### config.mk
export PLATFORM = sky130hd
export DESIGN_NAME = uart_tx_frame_ctrl_flat
export DESIGN_NICKNAME = d
export VERILOG_FILES = /design/src/rtl/uart_tx_frame_ctrl_pkg.sv /design/src/rtl/uart_tx_frame_ctrl_if.sv /design/src/rtl/uart_tx_frame_ctrl_parity_calc.sv /design/src/rtl/uart_tx_frame_ctrl.sv /design/src/flat_wrapper.sv
export SDC_FILE = /design/constraint.sdc
export NUM_CORES = 1
export LEC_CHECK = 0
export BUFFER_PORTS_ARGS = -buffer_cell sky130_fd_sc_hd__buf_2
export CAP_MARGIN = 20
export CORE_ASPECT_RATIO = 0.75
export CORE_UTILIZATION = 30
export CTS_BUF_LIST = sky130_fd_sc_hd__clkbuf_8 sky130_fd_sc_hd__clkbuf_16
export DETAILED_ROUTE_END_ITERATION = 8
export PLACE_DENSITY_LB_ADDON = 0.15
export SETUP_SLACK_MARGIN = 0.2
export SLEW_MARGIN = 20
export SYNTH_ARGS = -nofsm -noshare
export SYNTH_HDL_FRONTEND = slang
export SYNTH_SLANG_ARGS = --single-unit
### constraint.sdc
create_clock -name CLK -period 1.5 [get_ports CLK]
set_input_delay 0.15 -clock CLK [delete_from_list [all_inputs] [get_ports CLK]]
set_output_delay 0.15 -clock CLK [all_outputs]
set_load 0.02 [all_outputs]
### src/rtl/uart_tx_frame_ctrl_pkg.sv
// Shared encodings for the UART TX frame controller and the downstream output mux:
// mux_sel codes, FSM state encoding and the state-to-mux_sel decode.
package uart_tx_frame_ctrl_pkg;

  localparam logic [1:0] MUX_START  = 2'b00;
  localparam logic [1:0] MUX_SERIAL = 2'b01;
  localparam logic [1:0] MUX_PARITY = 2'b10;
  localparam logic [1:0] MUX_STOP   = 2'b11;

  typedef enum logic [2:0] {
    ST_IDLE   = 3'd0,
    ST_START  = 3'd1,
    ST_DATA   = 3'd2,
    ST_PARITY = 3'd3,
    ST_STOP   = 3'd4
  } state_e;

  // IDLE and STOP both hold the line high.
  function automatic logic [1:0] mux_decode(input state_e s);
    case (s)
      ST_START:  mux_decode = MUX_START;
      ST_DATA:   mux_decode = MUX_SERIAL;
      ST_PARITY: mux_decode = MUX_PARITY;
      default:   mux_decode = MUX_STOP;
    endcase
  endfunction

endpackage

### src/rtl/uart_tx_frame_ctrl_if.sv
// Payload handshake and mux-facing outputs of the UART TX frame controller.
interface uart_tx_frame_ctrl_if #(parameter int DATA_WIDTH = 8);
  logic [DATA_WIDTH-1:0] P_DATA;
  logic                  Data_Valid;
  logic                  PAR_EN;
  logic                  PAR_TYP;
  logic                  data_ack;
  logic                  busy;
  logic [1:0]            mux_sel;
  logic                  ser_data;
  logic                  par_bit;

  modport master (
    output P_DATA, Data_Valid, PAR_EN, PAR_TYP,
    input  data_ack, busy, mux_sel, ser_data, par_bit
  );

  modport slave (
    input  P_DATA, Data_Valid, PAR_EN, PAR_TYP,
    output data_ack, busy, mux_sel, ser_data, par_bit
  );
endinterface

### src/rtl/uart_tx_frame_ctrl_parity_calc.sv
// Combinational parity of a payload: 0 = even, 1 = odd type select.
module uart_tx_parity_calc #(
  parameter int DATA_WIDTH = 8
) (
  input  logic [DATA_WIDTH-1:0] data_i,
  input  logic                  typ_i,
  output logic                  par_o
);
  assign par_o = (^data_i) ^ typ_i;
endmodule

### src/rtl/uart_tx_frame_ctrl.sv
// UART TX frame sequencer: start, LSB-first data, optional parity, stop; one bit per CLK.
// Parity support is built only when UART_TX_PARITY_EN is defined.
//
// state  | meaning
// IDLE   | line high, waiting for Data_Valid
// START  | start bit, payload already latched
// DATA   | DATA_WIDTH payload bits, shifting right
// PARITY | parity bit (UART_TX_PARITY_EN builds only)
// STOP   | stop bit; Data_Valid here chains the next frame with no idle bit
module uart_tx_frame_ctrl
  import uart_tx_frame_ctrl_pkg::*;
#(
  parameter int DATA_WIDTH = 8
) (
  input  logic                 CLK,
  input  logic                 RST,
  uart_tx_frame_ctrl_if.slave  bus
);

  localparam int              CNT_W    = (DATA_WIDTH > 1) ? $clog2(DATA_WIDTH) : 1;
  localparam logic [CNT_W-1:0] CNT_LAST = CNT_W'(DATA_WIDTH - 1);

  state_e                state_q, state_d;
  logic [CNT_W-1:0]      cnt_q, cnt_d;
  logic [DATA_WIDTH-1:0] shift_q, shift_d;
  logic                  ack_q;
  logic                  busy_q;
  logic [1:0]            mux_q;
  logic                  accept;
  logic                  par_en_q;

`ifdef UART_TX_PARITY_EN
  logic par_q, par_d, par_en_d, par_calc;

  uart_tx_parity_calc #(.DATA_WIDTH(DATA_WIDTH)) u_parity (
    .data_i (bus.P_DATA),
    .typ_i  (bus.PAR_TYP),
    .par_o  (par_calc)
  );

  always_comb begin
    par_d    = par_q;
    par_en_d = par_en_q;
    if (accept) begin
      par_d    = par_calc;
      par_en_d = bus.PAR_EN;
    end
  end

  always_ff @(posedge CLK or negedge RST) begin
    if (!RST) begin
      par_q    <= 1'b0;
      par_en_q <= 1'b0;
    end else begin
      par_q    <= par_d;
      par_en_q <= par_en_d;
    end
  end

  assign bus.par_bit = par_q;
`else
  logic unused_par_inputs;
  assign unused_par_inputs = bus.PAR_EN ^ bus.PAR_TYP;
  assign par_en_q          = 1'b0;
  assign bus.par_bit       = 1'b0;
`endif

  always_comb begin
    state_d = state_q;
    cnt_d   = cnt_q;
    shift_d = shift_q;
    accept  = 1'b0;
    case (state_q)
      ST_IDLE: begin
        if (bus.Data_Valid) begin
          accept  = 1'b1;
          state_d = ST_START;
        end
      end
      ST_START: state_d = ST_DATA;
      ST_DATA: begin
        shift_d = shift_q >> 1;
        if (cnt_q == CNT_LAST) begin
          cnt_d   = '0;
          state_d = par_en_q ? ST_PARITY : ST_STOP;
        end else begin
          cnt_d = cnt_q + 1'b1;
        end
      end
      ST_PARITY: state_d = ST_STOP;
      ST_STOP: begin
        if (bus.Data_Valid) begin
          accept  = 1'b1;
          state_d = ST_START;
        end else begin
          state_d = ST_IDLE;
        end
      end
      default: state_d = ST_IDLE;
    endcase
    if (accept) shift_d = bus.P_DATA;
  end

  // mux_sel and busy are decoded from the next state so they change with the state register.
  always_ff @(posedge CLK or negedge RST) begin
    if (!RST) begin
      state_q <= ST_IDLE;
      cnt_q   <= '0;
      shift_q <= '0;
      ack_q   <= 1'b0;
      busy_q  <= 1'b0;
      mux_q   <= MUX_STOP;
    end else begin
      state_q <= state_d;
      cnt_q   <= cnt_d;
      shift_q <= shift_d;
      ack_q   <= accept;
      busy_q  <= (state_d != ST_IDLE);
      mux_q   <= mux_decode(state_d);
    end
  end

  assign bus.data_ack = ack_q;
  assign bus.busy     = busy_q;
  assign bus.mux_sel  = mux_q;
  assign bus.ser_data = shift_q[0];

endmodule
### src/flat_wrapper.sv
// flat-port wrapper written by rule: the top's interface ports become plain ports
module uart_tx_frame_ctrl_flat import uart_tx_frame_ctrl_pkg::*;
#(
  parameter int DATA_WIDTH = 8
)
  (CLK, RST, bus_P_DATA, bus_Data_Valid, bus_PAR_EN, bus_PAR_TYP, bus_data_ack, bus_busy, bus_mux_sel, bus_ser_data, bus_par_bit);
  uart_tx_frame_ctrl_if #(.DATA_WIDTH(DATA_WIDTH)) bus_i ();
  input  logic CLK;
  input  logic RST;
  input wire logic [$bits(bus_i.P_DATA)-1:0] bus_P_DATA;
  input wire logic [$bits(bus_i.Data_Valid)-1:0] bus_Data_Valid;
  input wire logic [$bits(bus_i.PAR_EN)-1:0] bus_PAR_EN;
  input wire logic [$bits(bus_i.PAR_TYP)-1:0] bus_PAR_TYP;
  output wire logic [$bits(bus_i.data_ack)-1:0] bus_data_ack;
  output wire logic [$bits(bus_i.busy)-1:0] bus_busy;
  output wire logic [$bits(bus_i.mux_sel)-1:0] bus_mux_sel;
  output wire logic [$bits(bus_i.ser_data)-1:0] bus_ser_data;
  output wire logic [$bits(bus_i.par_bit)-1:0] bus_par_bit;
  assign bus_i.P_DATA = bus_P_DATA;
  assign bus_i.Data_Valid = bus_Data_Valid;
  assign bus_i.PAR_EN = bus_PAR_EN;
  assign bus_i.PAR_TYP = bus_PAR_TYP;
  assign bus_data_ack = bus_i.data_ack;
  assign bus_busy = bus_i.busy;
  assign bus_mux_sel = bus_i.mux_sel;
  assign bus_ser_data = bus_i.ser_data;
  assign bus_par_bit = bus_i.par_bit;
  uart_tx_frame_ctrl #(.DATA_WIDTH(DATA_WIDTH)) u_core (.CLK(CLK), .RST(RST), .bus(bus_i));
endmodule
### Word level (Yosys, flattened, before mapping)

Index checks and enable logic that the tools add are counted.

* register bits: 18
* output and inout bits: 6
* word-level logic and storage cells: 29

* add/subtract/negate cells: 1
* eq/ne operators: 8
* mux-type cells: 10
* reductions and logical operators: 4

Operators by type and width (number)
* 8-bit 2-to-1 mux: 2
* 3-bit case mux with 5 select lines: 1
* 3-bit by 2-bit == test with 1-bit output, second input constant: 4
* 3-bit 2-to-1 mux: 3
* 3-bit by 1-bit == test with 1-bit output, second input constant: 2
* 3-bit == test, second input constant: 2
* 2-bit case mux with 3 select lines: 1
* 3-bit by 1-bit adder with 3-bit output, second input constant: 1
* 3-bit logical NOT: 1
* 1-bit 2-to-1 mux: 3
* 3-bit nonzero test: 1
* 2-bit nonzero test: 1
* 2-bit OR reduction: 1

### Logic depth before layout (Yosys ltp)

* word-level depth: 5
* depth in mapped cells: 6

### Worst setup path after synthesis

Ideal clock, no wire load.

* path type: flip-flop to flip-flop
* from: register u_core.cnt_q[0]
* to: register u_core.mux_q[1], in the netlist u_core.bus.mux_sel[1]
* setup time: 0.080 ns
* arrival: 1.313 ns
* slack: 0.107 ns
* stages on the path, launching flop included: 6
* buffers on the path: 0
* cell sequence: dfrtp_1 ha_1 ha_1 or3b_1 a21oi_1 nor2_1

* longest elaborated chain between the ends: 5

Ends and longest elaborated chain
* from (decl): RTL line uart_tx_frame_ctrl.sv:24 `logic [CNT_W-1:0] cnt_q, cnt_d;`
* from (signal assigned): RTL line uart_tx_frame_ctrl.sv:115 `cnt_q <= cnt_d;`
* 3-bit == test *: RTL line uart_tx_frame_ctrl.sv:83 `if (cnt_q == CNT_LAST) begin`
* 3-bit 2-to-1 mux *: RTL line uart_tx_frame_ctrl.sv:83
* 3-bit case mux with 5 select lines *: RTL line uart_tx_frame_ctrl.sv:73 `case (state_q)`
* named net u_core.state_d[1]: RTL line uart_tx_frame_ctrl.sv:23 `state_e state_q, state_d;`
* 3-bit by 2-bit == test with 1-bit output or 3-bit by 1-bit == test with 1-bit output (tied branches): RTL line uart_tx_frame_ctrl_pkg.sv:20 `case (s)`
* 2-bit case mux with 3 select lines *: RTL line uart_tx_frame_ctrl_pkg.sv:20
* to (signal assigned): RTL line uart_tx_frame_ctrl.sv:119 `mux_q <= mux_decode(state_d);`
* to (decl): RTL line uart_tx_frame_ctrl.sv:28 `logic [1:0] mux_q;`

The timed path passes the listed nets; every way through them passes the cells marked *.
A chain may end at the register's enable or synchronous reset.

### Worst setup path in the final report

* from: register u_core.cnt_q[1]
* to: register u_core.mux_q[1], in the netlist u_core.bus.mux_sel[1]

The elaborated chain is that of the path after synthesis.

==> results by group <==
Layout
  – Number of diodes: 0
  – Util after Layout: 49.9%
  – Commonest cells after routing, fill and taps aside: 15 x buf_2, 15 x dfrtp_1, 9 x nand2_1
  – Area delta synth->final: 50.6%
  – Fillers: 250
  – Fin nets: 117
  – Layout cells sized above 1: 58.4%

Synthesis
  – Sequential share of the synthesized area: 57.4%
  – Synth Cell Area: 790 um^2
  – Synth warnings: 0
  – Avg Cell Area, Syn: ~12 um^2
  – Area fraction of the dominant cell type after synthesis: 50.7%
  – Synth Register Bits: 18
  – Post-Syn Nets: 83
  – Cell taking the most area after synthesis: dfrtp_1
  – Library cells used by synthesis: 28
  – Synth area leaders: dfrtp_1 51%, dfstp_2 6.7%, a22oi_1 5.7%
  – Post-Syn Instances: 68

Clocking
  – CTS Buf Count: 3
  – CTS clk-pin slew, worst paths: 70 ps
  – H-tree depth: 1
  – CTS tree: done
  – Clk_lat worst skew: 250 ps
  – CTS sink cnt: 18
  – Root buffer cell: clkbuf_8
  – Max clock buf depth: 2

Drt
  – Antenna Nets Post-Route: 0
  – Final WL: ~1600 um
  – TritonRoute pass-1 iters: 4
  – Drt via density: 4.48
  – Via count: 605
  – DRC viols: 0
  – DRT iter0 DRCs: 5
  – WL per Instance: 11.6 um

Die
  – Die Wd: between 60 and 70 um
  – I/O pin cnt: 19
  – Core Footprint: 2380 um^2
  – Die area: 2840 um^2
  – Starting Density: around a third
  – Die span in y: 46.4 um
  – Placement Rows: 15

Setup path
  – Crit path cell chain: ha_2, ha_4, or3b_1, a21oi_2, nor2_1
  – Critical-path maximum fanout: 4
  – Reg-to-reg endpoint: u_core.bus.mux_sel[1]$_DFF_PN1_
  – R2R Setup Slk: 100 ps
  – Critical path capture point type: register
  – Reg2reg start: u_core.cnt_q[1]$_DFFE_PN0P_
  – Critical path type: reg -> reg
  – CP max-delay cell: dfrtp_1
  – Worst Path Arrival: 1580 ps
  – Worst EP required: 1690 ps
  – Worst setup SP type: register
  – FF-to-FF path depth: 5
  – Largest stage delay on the critical path: 380 ps

Hold path
  – WHS Endpoint: u_core.bus.busy$_DFF_PN0_
  – Hold path cells: 2
  – Worst Hold Launch: bus_Data_Valid
  – Min-delay worst type: in -> reg

Power and ir drop
  – Net Sw Frac: around a third
  – NetSw: 0.799 mW
  – Pint: 1.56 mW
  – Comb pwr share: 47.7%
  – Power Density: 1980 nW/um^2
  – Max VDD drop: between 1000 and 1500 uV
  – Sequential Power Share: 35.8%
  – Clock power frac: 16.5%
  – Pleak: approximately 0.56 nW

GRT
  – Initial antenna violation count: 0
  – Vias in the first global route: 548
  – Global route total overflow: 0
  – Global Route met3 Usage: under 10%
  – GR peak layer: met2
  – M1 GR Usage: between 15 and 20%
  – Pin count of the biggest net entering global routing: 19
  – First-pass GRT wire length: roughly 2500 um
  – GRT Resource Usage Total: 13.4%
  – Routing usage on met2: 19.3%

Timing
  – RSZ-0062 raised after global routing: true
  – Final min period: 1400 ps
  – Fmax: 0.716 GHz
  – Tcrit/Tclk final: ~93%
  – Skew final: roughly 4.0 ps
  – Final hold violations: 0
  – Fin Setup TNS: 0 ps
  – Final setup vio count: 0
  – Max Slew Vio Count: 0

Placed design
  – Final GP Congestion: about 0.7
  – DP Wirelength: 1070 um
  – Port bufs: 15

Flow run
  – Max_cap viols: 0

Outcome
  – Outcome: completed
==> how the worst max path moves through the flow <==
stage | start | endpoint | slack (ps) | depth (start not counted)
after floorplan | u_core.cnt_q[0]$_DFFE_PN0P_ | u_core.bus.mux_sel[1]$_DFF_PN1_ | 160 | 5
after detailed placement | u_core.state_q[0]$_DFF_PN0_ | u_core.shift_q[7]$_DFFE_PN0P_ | 80 | 4
after CTS | u_core.cnt_q[1]$_DFFE_PN0P_ | u_core.bus.mux_sel[1]$_DFF_PN1_ | 110 | 5
after global routing | u_core.cnt_q[1]$_DFFE_PN0P_ | u_core.bus.mux_sel[1]$_DFF_PN1_ | 70 | 5
after global placement | u_core.state_q[0]$_DFF_PN0_ | u_core.shift_q[7]$_DFFE_PN0P_ | 90 | 4
final | u_core.cnt_q[1]$_DFFE_PN0P_ | u_core.bus.mux_sel[1]$_DFF_PN1_ | 100 | 5
==> layout make-up <==
class	instances	area, um^2	area share [%]
repair buffers	33	255	21.5
well taps	34	42.5	3.58
clock buffers	4	55.1	4.63
inverters	2	12.5	1.05
multi-input cells	44	369	31.1
flip-flops and latches	18	454	38.2
==> synth_stat cells <==
| library cell | count |
|---|---|
| or2b_1 | 1 |
| o21ai_0 | 1 |
| a22oi_1 | 6 |
| inv_1 | 1 |
| nor2_1 | 4 |
| mux2_1 | 1 |
| dfrtp_1 | 16 |
| or3b_1 | 3 |
| nor3_1 | 1 |
| o31a_1 | 1 |
| or3b_2 | 1 |
| conb_1 | 1 |
| inv_6 | 1 |
| dfstp_2 | 2 |
| o21ai_1 | 1 |
| o22ai_1 | 1 |
| nand2_1 | 9 |
| a21oi_1 | 1 |
| nor3b_4 | 1 |
| buf_8 | 1 |
| nand4b_1 | 1 |
| nor3b_1 | 1 |
| a22o_1 | 1 |
| buf_6 | 1 |
| nand3_1 | 6 |
| buf_2 | 1 |
| ha_1 | 2 |
| buf_4 | 1 |
==> state kept, by name, indices dropped and copies added (netlist names) <==
| signal | count |
|---|---|
| u_core.cnt_q | 3 |
| u_core.bus.mux_sel | 2 |
| u_core.state_q | 3 |
| u_core.shift_q | 8 |
| u_core.bus.data_ack | 1 |
| u_core.bus.busy | 1 |
==> stage by stage <==
step / setup WS, ps / std cells / total power, mW / instance area (um^2) / hold slack [ps]
floorplan: 156 / 68 / 1.44 / 842 / -146
global placement: 87.2 / 122 / 1.70 / 988 / 106
detailed placement: 78.5 / 122 / 1.72 / 988 / 105
CTS: 111 / 130 / 2.18 / 1080 / 119
global route: 66.2 / 135 / 2.54 / 1190 / 123
finish: 103 / 135 / 2.36 / 1190 / 123
==> routing by layer <==
metal / wire (um) / share of wire [%]
met5: 0 / 0
met4: 28 / 1.8
met3: 96 / 6.1
met2: 689 / 44
met1: 752 / 48
==> power by group through the flow <==
stage	clock network (mW)	logic (mW)	registers, mW
floorplan	0	0.528	0.910
global placement	0	0.869	0.833
global route	0.422	1.25	0.868
detailed placement	0	0.880	0.841
finish	0.389	1.12	0.843
CTS	0.408	0.942	0.830
==> worst max-delay path: cells and delay by family (launching register included) <==
family / cells / cell delay (ps)
AO/OA/AOI/OAI: 1 / 150
adder cells (fa/ha/maj): 2 / 380
flip-flops: 1 / 380
AND/OR/NAND/NOR: 2 / 420
==> what timing repair did <==
action,in CTS,in global routing
hold endpoints to repair,16,0
hold buffers,1,0
pin swaps,1,7
gates resized for setup,1,16
setup endpoints to repair,13,13
setup buffers,3,5
==> kinds of logic after synthesis <==
group,count (synthesis),synth area share (%)
compound gates,12,10.6
fa+ha+maj,2,3.17
buf+inv,6,6.50
flops,18,57.4
mux,1,1.43
other cells,1,0.475
simple gates,28,20.4
Note: power is estimated with default switching activity, not from simulation.
